<file path="src/rtl/sb_dsp_dma.sv">
// Sound Blaster DSP port decode, command parser and paced 8-bit single-cycle DMA
// on ISA channel 1, producing a signed 16-bit PCM sample stream for the mixer.
`timescale 1ns/1ps
module sb_dsp_dma #(
  parameter int          CLKS_PER_US = 50,
  parameter logic [7:0]  TC_RESET    = 8'hA6
) (
  input  logic        clk,
  input  logic        rst_n,
  input  logic        io_wr,
  input  logic        io_rd,
  input  logic [9:0]  io_addr,
  input  logic [7:0]  io_wdata,
  output logic [7:0]  io_rdata,
  output logic        io_rhit,
  input  logic        dack_n,
  input  logic        dma_wr,
  input  logic [7:0]  dma_data,
  output logic        drq,
  output logic        irq,
  output logic [15:0] pcm_s16,
  output logic        pcm_stb
);

  localparam logic [9:0] ADDR_RESET = 10'h226;
  localparam logic [9:0] ADDR_READ  = 10'h22A;
  localparam logic [9:0] ADDR_CMD   = 10'h22C;
  localparam logic [9:0] ADDR_STAT  = 10'h22E;

  localparam logic [7:0] OP_DAC     = 8'h10;
  localparam logic [7:0] OP_DMA8    = 8'h14;
  localparam logic [7:0] OP_TC      = 8'h40;
  localparam logic [7:0] OP_PAUSE   = 8'hD0;
  localparam logic [7:0] OP_SPK_ON  = 8'hD1;
  localparam logic [7:0] OP_SPK_OFF = 8'hD3;
  localparam logic [7:0] OP_RESUME  = 8'hD4;
  localparam logic [7:0] OP_VERSION = 8'hE1;

  localparam logic [7:0] RESET_ACK  = 8'hAA;
  localparam logic [7:0] VER_MAJOR  = 8'h02;
  localparam logic [7:0] VER_MINOR  = 8'h01;

  typedef enum logic [1:0] {P_CMD, P_ARG1, P_ARG2} parse_t;
  typedef enum logic [1:0] {D_IDLE, D_WAIT, D_REQ, D_PAUSE} dma_t;

  parse_t      pstate;
  dma_t        dstate;
  logic [7:0]  op;
  logic [7:0]  arg_lo;
  logic [7:0]  tc;
  logic [7:0]  sample;
  logic        speaker;
  logic        rst_arm;
  logic [16:0] remaining;
  logic [15:0] counter;
  logic [15:0] period;
  logic [15:0] period_m1;
  logic        dack_m, dack_s;

  logic [7:0]  q_mem [2];
  logic [1:0]  q_cnt;
  logic [7:0]  q0_nxt, q1_nxt;
  logic [1:0]  cnt_nxt;

  logic wr_cmd, wr_rst, rd_data, rd_stat, soft_rst, accept;
  logic do_dac, do_tc, do_start, do_pause, do_resume, do_spk_on, do_spk_off, do_ver;
  logic [16:0] start_len;

  // NOTE: sequential state uses non-blocking <= so every flop samples pre-edge values.
  always_ff @(posedge clk) begin
    if (!rst_n) begin
      dack_m <= 1'b1;
      dack_s <= 1'b1;
    end else begin
      dack_m <= dack_n;
      dack_s <= dack_m;
    end
  end

  assign wr_cmd   = io_wr && (io_addr == ADDR_CMD);
  assign wr_rst   = io_wr && (io_addr == ADDR_RESET);
  assign rd_data  = io_rd && (io_addr == ADDR_READ);
  assign rd_stat  = io_rd && (io_addr == ADDR_STAT);
  // Soft reset fires on the 0 write that follows a 1 write to the reset port.
  assign soft_rst = wr_rst && !io_wdata[0] && rst_arm;
  assign accept   = dma_wr && drq && !dack_s && !soft_rst;

  assign period    = 16'(CLKS_PER_US) * (16'd256 - {8'd0, tc});
  assign period_m1 = period - 16'd1;

  // NOTE: every signal driven here gets a default first, so no latch is inferred.
  always_comb begin
    do_dac     = 1'b0;
    do_tc      = 1'b0;
    do_start   = 1'b0;
    do_pause   = 1'b0;
    do_resume  = 1'b0;
    do_spk_on  = 1'b0;
    do_spk_off = 1'b0;
    do_ver     = 1'b0;
    start_len  = '0;
    if (wr_cmd) begin
      case (pstate)
        P_CMD: begin
          case (io_wdata)
            OP_PAUSE:   do_pause   = 1'b1;
            OP_RESUME:  do_resume  = 1'b1;
            OP_SPK_ON:  do_spk_on  = 1'b1;
            OP_SPK_OFF: do_spk_off = 1'b1;
            OP_VERSION: do_ver     = 1'b1;
            default: begin end
          endcase
        end
        P_ARG1: begin
          do_dac = (op == OP_DAC);
          do_tc  = (op == OP_TC);
        end
        P_ARG2: begin
          do_start  = 1'b1;
          start_len = {1'b0, io_wdata, arg_lo} + 17'd1;
        end
        default: begin end
      endcase
    end
  end

  always_ff @(posedge clk) begin
    if (!rst_n || soft_rst) begin
      pstate <= P_CMD;
      op     <= '0;
      arg_lo <= '0;
    end else if (wr_cmd) begin
      case (pstate)
        P_CMD: begin
          if (io_wdata inside {OP_DAC, OP_DMA8, OP_TC}) begin
            op     <= io_wdata;
            pstate <= P_ARG1;
          end
        end
        P_ARG1: begin
          if (op == OP_DMA8) begin
            arg_lo <= io_wdata;
            pstate <= P_ARG2;
          end else begin
            pstate <= P_CMD;
          end
        end
        default: pstate <= P_CMD;
      endcase
    end
  end

  // Output queue: pop happens before pushes so a read and a push in one cycle both land.
  always_comb begin
    q0_nxt  = q_mem[0];
    q1_nxt  = q_mem[1];
    cnt_nxt = q_cnt;
    if (soft_rst) begin
      q0_nxt  = RESET_ACK;
      cnt_nxt = 2'd1;
    end else begin
      if (rd_data && q_cnt != 2'd0) begin
        q0_nxt  = q_mem[1];
        cnt_nxt = q_cnt - 2'd1;
      end
      if (do_ver) begin
        if (cnt_nxt == 2'd0) begin
          q0_nxt  = VER_MAJOR;
          q1_nxt  = VER_MINOR;
          cnt_nxt = 2'd2;
        end else if (cnt_nxt == 2'd1) begin
          q1_nxt  = VER_MAJOR;
          cnt_nxt = 2'd2;
        end
      end
    end
  end

  // NOTE: queue storage has no reset; only the occupancy count defines validity.
  always_ff @(posedge clk) begin
    q_mem[0] <= q0_nxt;
    q_mem[1] <= q1_nxt;
  end

  always_ff @(posedge clk) begin
    if (!rst_n) q_cnt <= 2'd0;
    else        q_cnt <= cnt_nxt;
  end

  always_ff @(posedge clk) begin
    if (!rst_n) begin
      io_rdata <= 8'h00;
      io_rhit  <= 1'b0;
    end else if (io_rd) begin
      case (io_addr)
        ADDR_READ: begin
          io_rdata <= (q_cnt != 2'd0) ? q_mem[0] : RESET_ACK;
          io_rhit  <= 1'b1;
        end
        ADDR_STAT: begin
          io_rdata <= {q_cnt != 2'd0, 7'h7F};
          io_rhit  <= 1'b1;
        end
        ADDR_CMD: begin
          io_rdata <= 8'h00;
          io_rhit  <= 1'b1;
        end
        default: io_rhit <= 1'b0;
      endcase
    end
  end

  // DMA pacing FSM. A status read clears irq first so a same-edge set still wins.
  always_ff @(posedge clk) begin
    if (!rst_n || soft_rst) begin
      dstate    <= D_IDLE;
      drq       <= 1'b0;
      irq       <= 1'b0;
      remaining <= '0;
      counter   <= '0;
    end else begin
      if (rd_stat) irq <= 1'b0;
      if (do_start) begin
        remaining <= start_len;
        counter   <= '0;
        drq       <= 1'b0;
        dstate    <= D_WAIT;
      end else begin
        case (dstate)
          D_WAIT: begin
            if (do_pause) begin
              drq    <= 1'b0;
              dstate <= D_PAUSE;
            end else if (counter >= period_m1) begin
              if (dack_s) begin
                drq    <= 1'b1;
                dstate <= D_REQ;
              end
            end else begin
              counter <= counter + 16'd1;
            end
          end
          D_REQ: begin
            if (accept) begin
              drq       <= 1'b0;
              counter   <= '0;
              remaining <= remaining - 17'd1;
              if (remaining == 17'd1) begin
                irq    <= 1'b1;
                dstate <= D_IDLE;
              end else begin
                dstate <= do_pause ? D_PAUSE : D_WAIT;
              end
            end else if (do_pause) begin
              drq    <= 1'b0;
              dstate <= D_PAUSE;
            end
          end
          D_PAUSE: begin
            if (do_resume) begin
              counter <= '0;
              dstate  <= D_WAIT;
            end
          end
          default: dstate <= D_IDLE;
        endcase
      end
    end
  end

  always_ff @(posedge clk) begin
    if (!rst_n) begin
      sample  <= 8'h80;
      pcm_stb <= 1'b0;
      speaker <= 1'b0;
      tc      <= TC_RESET;
      rst_arm <= 1'b0;
    end else begin
      pcm_stb <= accept || do_dac;
      if (accept)      sample <= dma_data;
      else if (do_dac) sample <= io_wdata;
      if (wr_rst) rst_arm <= io_wdata[0];
      if (soft_rst)        speaker <= 1'b0;
      else if (do_spk_on)  speaker <= 1'b1;
      else if (do_spk_off) speaker <= 1'b0;
      if (do_tc) tc <= io_wdata;
    end
  end

  // Flipping the MSB turns offset-binary into two's complement, i.e. byte-128.
  assign pcm_s16 = speaker ? {~sample[7], sample[6:0], 8'h00} : 16'h0000;

endmodule

</file>
<file path="config.mk">
export PLATFORM = sky130hd
export DESIGN_NAME = sb_dsp_dma
export DESIGN_NICKNAME = d
export VERILOG_FILES = /design/src/rtl/sb_dsp_dma.sv
export SDC_FILE = /design/constraint.sdc
export NUM_CORES = 1
export LEC_CHECK = 0
export ABC_AREA = 1
export CAP_MARGIN = 25
export CELL_PAD_IN_SITES_DETAIL_PLACEMENT = 0
export CELL_PAD_IN_SITES_GLOBAL_PLACEMENT = 1
export CORE_ASPECT_RATIO = 1.4
export CORE_MARGIN = 2
export CORE_UTILIZATION = 42
export DETAILED_ROUTE_END_ITERATION = 10
export PLACE_DENSITY_LB_ADDON = 0.1
export SETUP_SLACK_MARGIN = 0.15
export SLEW_MARGIN = 10
export SYNTH_ARGS = -nofsm -noshare
export SYNTH_HDL_FRONTEND = slang
export SYNTH_SLANG_ARGS = --single-unit
</file>
<file path="constraint.sdc">
create_clock -name clk -period 6.2 [get_ports clk]
set_input_delay 0.93 -clock clk [delete_from_list [all_inputs] [get_ports clk]]
set_output_delay 0.93 -clock clk [all_outputs]
set_load 0.03 [all_outputs]
</file>
**Yosys cells after proc, flatten, opt, wreduce, memory -nomap -nowiden**

Memories as Yosys holds them, arrays and structs flattened.
Index checks and enable logic that the tools add are counted.

- Register bits: 87
- RAM bits: 16
- Input port bits: 32
- Word-level logic and storage cells: 181
- Memories kept: 1

- $add $sub $neg: 6
- $mul: 1
- Magnitude comparators: 1
- Eq/ne operators: 34
- Muxes and demuxes: 77
- Bitwise logic cells: 2
- Reductions and logical operators: 39

Memories:

| name | depth | bits a word | read ports | clocked after memory_dff | wr ports | RTL line | text |
|---|---|---|---|---|---|---|---|
| q_mem | 2 | 8 | 2 | 0 | 2 | 60 | `logic [7:0] q_mem [2];` |

Operators by type and width:

| kind | number |
|---|---|
| two-way mux 8 bit | 11 |
| two-way mux 17 bit | 5 |
| two-way mux 16 bit | 5 |
| case mux 16 bit (3 select lines) | 1 |
| equality test 10 bit, second input constant | 4 |
| equality test 8 bit, second input constant | 5 |
| two-way mux 1 bit | 36 |
| equality test 8 x 5 -> 1 bit, second input constant | 4 |
| two-way mux 2 bit | 15 |
| case mux 8 bit (3 select lines) | 1 |
| adder 16 x 1 -> 17 bit, second input constant | 1 |
| equality test 17 x 1 -> 1 bit, second input constant | 1 |
| subtractor 17 x 1 -> 17 bit, second input constant | 1 |
| adder 16 x 1 -> 16 bit, second input constant | 1 |
| equality test 8 x 7 -> 1 bit, second input constant | 2 |
| >= comparator 16 bit | 1 |
| multiplier 5 x 16 -> 15 bit, first input constant | 1 |
| subtractor 16 x 1 -> 16 bit, second input constant | 1 |
| inequality test 3 bit, second input constant | 4 |
| inequality test 4 bit, second input constant | 3 |
| AND reduction 4 bit | 3 |
| nonzero test 2 bit | 6 |
| logical AND 1 bit | 10 |
| inequality test 2 bit, second input constant | 5 |
| 17 further kinds | 33 |

**Depth between registers and ports, before layout**

- Depth in word-level cells: 10
- Depth in mapped cells: 38
- Mapped depth without buffers: 36

**Worst setup path after synthesis**

OpenSTA, ideal clock, no wires.

- Path type: reg2reg
- From: register tc[0]
- To: register counter[0]
- Library setup time: 0.114 ns
- Arrival: 4.995 ns
- Path slack: 1.091 ns
- Stages on the path, launching flop included: 34
- Cell sequence: dfxtp_1 buf_2 inv_1 ha_1 inv_1 nor4_1 nor2_1 ha_1 ha_1 inv_1 fa_1 inv_1 ha_1 inv_1 nor3_1 nand2_1 nand3_1 nand2_1 nand2_1 nand2_1 nor2_1 nand3_1 nand2_1 nand2_1 ha_1 a21oi_1 o21ai_0 nor2_1 nand3_2 nand2_4 nand2_4 buf_6 a21oi_1 nor2_1

- Word-level cells in the longest chain between the ends: 6

Ends and longest elaborated chain:

| item | RTL line | text |
|---|---|---|
| from (decl) | 50 | `logic [7:0] tc;` |
| from (signal assigned) | 286 | `if (do_tc) tc <= io_wdata;` |
| subtractor 9 x 8 -> 10 bit | 88 | `assign period = 16'(CLKS_PER_US) * (16'd256 - {8'd0, tc});` |
| multiplier 5 x 16 -> 15 bit | 88 |  |
| subtractor 16 x 1 -> 16 bit | 89 | `assign period_m1 = period - 16'd1;` |
| >= comparator 16 bit | 234 | `end else if (counter >= period_m1) begin` |
| inequality test 2 bit (no line) | n/a |  |
| AND reduction 5 bit (no line) | n/a |  |
| to (signal assigned) | 240 | `counter <= counter + 16'd1;` |
| to (decl) | 55 | `logic [15:0] counter;` |

Every way passes these cells.
A chain may end at the register's enable or synchronous reset.

**Worst setup path after layout**

- From: register tc[0]
- To: register counter[3]

Same word-level chain as after synthesis.

==> metrics.txt <==
status finished, final reports clean; area occupied by multi-input gates 4520 sq um; antenna-violating nets left 0; first-pass GRT wire length 32400 um; drt pass-1 iters 5; LEAKAGE 3.80 nW; IO Pins 60; Crit Path Class flip-flop to flip-flop; sequential cell area 1960 sq um; worst min path class flip-flop to flip-flop; CP peak stage delay 0.50 ns; Core ar. 16700 sq um; unrepaired setup endpoints after global routing false; H-tree levels 3; DRC Markers 0; Worst Path Required 6.49 ns; pwr dens 154 nW/um^2; register bit total from synthesis 97; clock buffer depth 2; Slew HR 35.3%; FILL cells 1776; number of max-cap violations 0; actual slew at the worst max-slew pin 0.962 ns; Post-Route Setup TNS 0 ns; register area share after synthesis 27.2%; Clk Latency, worst-skew pair 0.35 ns; FMAX 185 MHz; clock tree sinks 97; dpl hpwl 15800 um; IO buf count 51; clk root buf clkbuf_16; largest net degree at the start of global routing 28; vias in the first global route 6623; DIE AREA 18200 sq um; Chip Height 159 um; Worst R2R Start tc[0]$_SDFFE_PN0P_; WHS Endpoint dack_s$_SDFF_PN1_; synth warn 0; Final min period 5.41 ns; critical path launch point type flip-flop; top cell type's share of synthesized area 26.4%; CTS Hold Buffers Added 0; Post-Place Worst Slack 0.464 ns; clock skew 0.0107 ns; worst reg2reg setup slack 0.79 ns; Min-Delay Path Depth 1; vias 6902; Area Overhead vs Synth 13.0%; CTS tree done; Slew Viols, Final 0; initial core utilization 43.0%; Final period util 87.3%; synth cell count leaders nand2_1, inv_1, nor2_1, dfxtp_1, a21oi_1; Avg WL per Cell 14.9 um; CTS Buf Count 9; initial drt markers 350; Layout Nets 1214; ant diodes 0; Core Rows 56; Post-DP Area 7810 sq um; most frequent cell after synthesis nand2_1; CP max stage cell fa_1; Pwr Total 1.26 mW; final instance area 8140 sq um; CP max FO 17; Hold Crit Start dack_m$_SDFF_PN1_; number of enable flip-flop cells after synthesis 2; r2r worst-path depth 33; top_reg_cell synth dfxtp_1; routed wire length 19800 um; most frequent CP cell nand2_1; die width 115 um; All-Layer GR Usage 22.1%; synthesized area per cell 6.65 sq um; final count of hold timing violations 0; final setup vio count 0; Final WS setup 0.788 ns; vias per inst 5.19; final core utilization 48.6%; Worst VDD drop 105 uV; share of cells above drive strength 1 5.50%; initial antenna violation count 0; ranking of synthesized cells by area dfxtp_1, nand2_1, ha_1, inv_1, nor2_1; capturing point of the worst reg2reg path counter[3]$_SDFFE_PP0P_; Mapped Cells 1083; post-synth design cell area 7200 sq um; synth unique cells 54; crit end category flip-flop; Worst Path Arrival 5.70 ns; Reg clk slew, reported paths 0.07 ns; GRT Residual Overflow 0; gpl congestion 0.866; Async S/R FF share, synth 0%; Synth area leader dfxtp_1
per-layer routing:
| layer | global-route usage [%] | up-vias | part of all wire, % |
|---|---|---|---|
| met3 | 2.47 | 15 | 1.8 |
| met1 | 26.3 | 3187 | 43 |
| met4 | 4.87 | 0 | 1.4 |
| met2 | 42.0 | 71 | 54 |
| met5 | 0 | - | 0 |
| li1 | - | 3629 | - |
worst max-delay path by stage:
stage | start | endpoint | slack (ns) | depth (start not counted)
after detailed placement | tc[0]$_SDFFE_PN0P_ | counter[9]$_SDFFE_PP0P_ | 0.46 | 32
final | tc[0]$_SDFFE_PN0P_ | counter[3]$_SDFFE_PP0P_ | 0.79 | 33
after floorplan | tc[0]$_SDFFE_PN0P_ | counter[0]$_SDFFE_PP0P_ | 1.09 | 33
after global placement | tc[0]$_SDFFE_PN0P_ | counter[7]$_SDFFE_PP0P_ | 0.61 | 32
after CTS | tc[0]$_SDFFE_PN0P_ | counter[9]$_SDFFE_PP0P_ | 0.45 | 32
after global routing | tc[0]$_SDFFE_PN0P_ | counter[6]$_SDFFE_PP0P_ | 0.21 | 33
power by group:
group          total, mW  internal, mW  switching, mW
clock              0.559         0.301          0.258
combinational     0.0727        0.0259         0.0468
sequential         0.625         0.625       0.000264
cell usage in the layout (no fill, tap or decap), drive strengths merged, types with 7 or more instances in the layout:
cell type and n:
ha 55, o21ai 74, dfxtp 95, nor2 139
a21oi 86, a31oi 12, clkdlybuf4s50 51, nor3 38
xnor2 9, xor2 29, clkbuf 11, o211ai 7
nand2 216, nand4 25, inv 155, conb 8
nand3 76
what timing repair did:
| item | 4_1_cts | 5_1_grt |
|---|---|---|
| endpoints found under the setup margin | 0 | 19 |
| buffers inserted | 0 | 1 |
| resized for setup | 0 | 5 |
registers in the layout, indices dropped and copies added (netlist names), 2 cells and up:
| signal | count |
|---|---|
| remaining | 17 |
| counter | 16 |
| q_mem | 10 |
| arg_lo | 8 |
| io_rdata | 8 |
| op | 8 |
| sample | 8 |
| tc | 8 |
| dstate | 2 |
| pstate | 2 |
| q_cnt | 2 |
final cells by class:
type                            count  share of cell area, %
Clock buffer                       11                   3.11
Clock inverter                      5                  0.554
Inverter                          152                   7.01
Multi-Input combinational cell    809                   55.5
Sequential cell                    97                   24.1
Tap cell                          203                   3.12
Timing Repair Buffer               54                   6.55
critical path: cells and delay by family (launching register included):
| family | cells | cell delay [ns] |
|---|---|---|
| buf+inv | 6 | 0.56 |
| compound gates | 3 | 0.45 |
| flops | 1 | 0.44 |
| fa+ha+maj | 6 | 1.90 |
| simple gates | 18 | 2.01 |
stage by stage:
step                      instances  hold slack [ns]
after detailed placement       1314            0.405
after floorplan                1090            0.393
after CTS                      1330            0.418
final                          1331            0.415
after global routing           1331            0.435
after global placement         1314            0.400
logic make-up after synthesis:
group | share of synthesized area, %
flip-flops | 27.2
multiplexers | 0.139
AND/OR/NAND/NOR | 32.1
other | 0.0521
buffers and inverters | 10.7
AO/OA/AOI/OAI | 14.5
XOR/XNOR | 4.62
adder cells (fa/ha/maj) | 10.7
(Power assumes the default switching activity.)
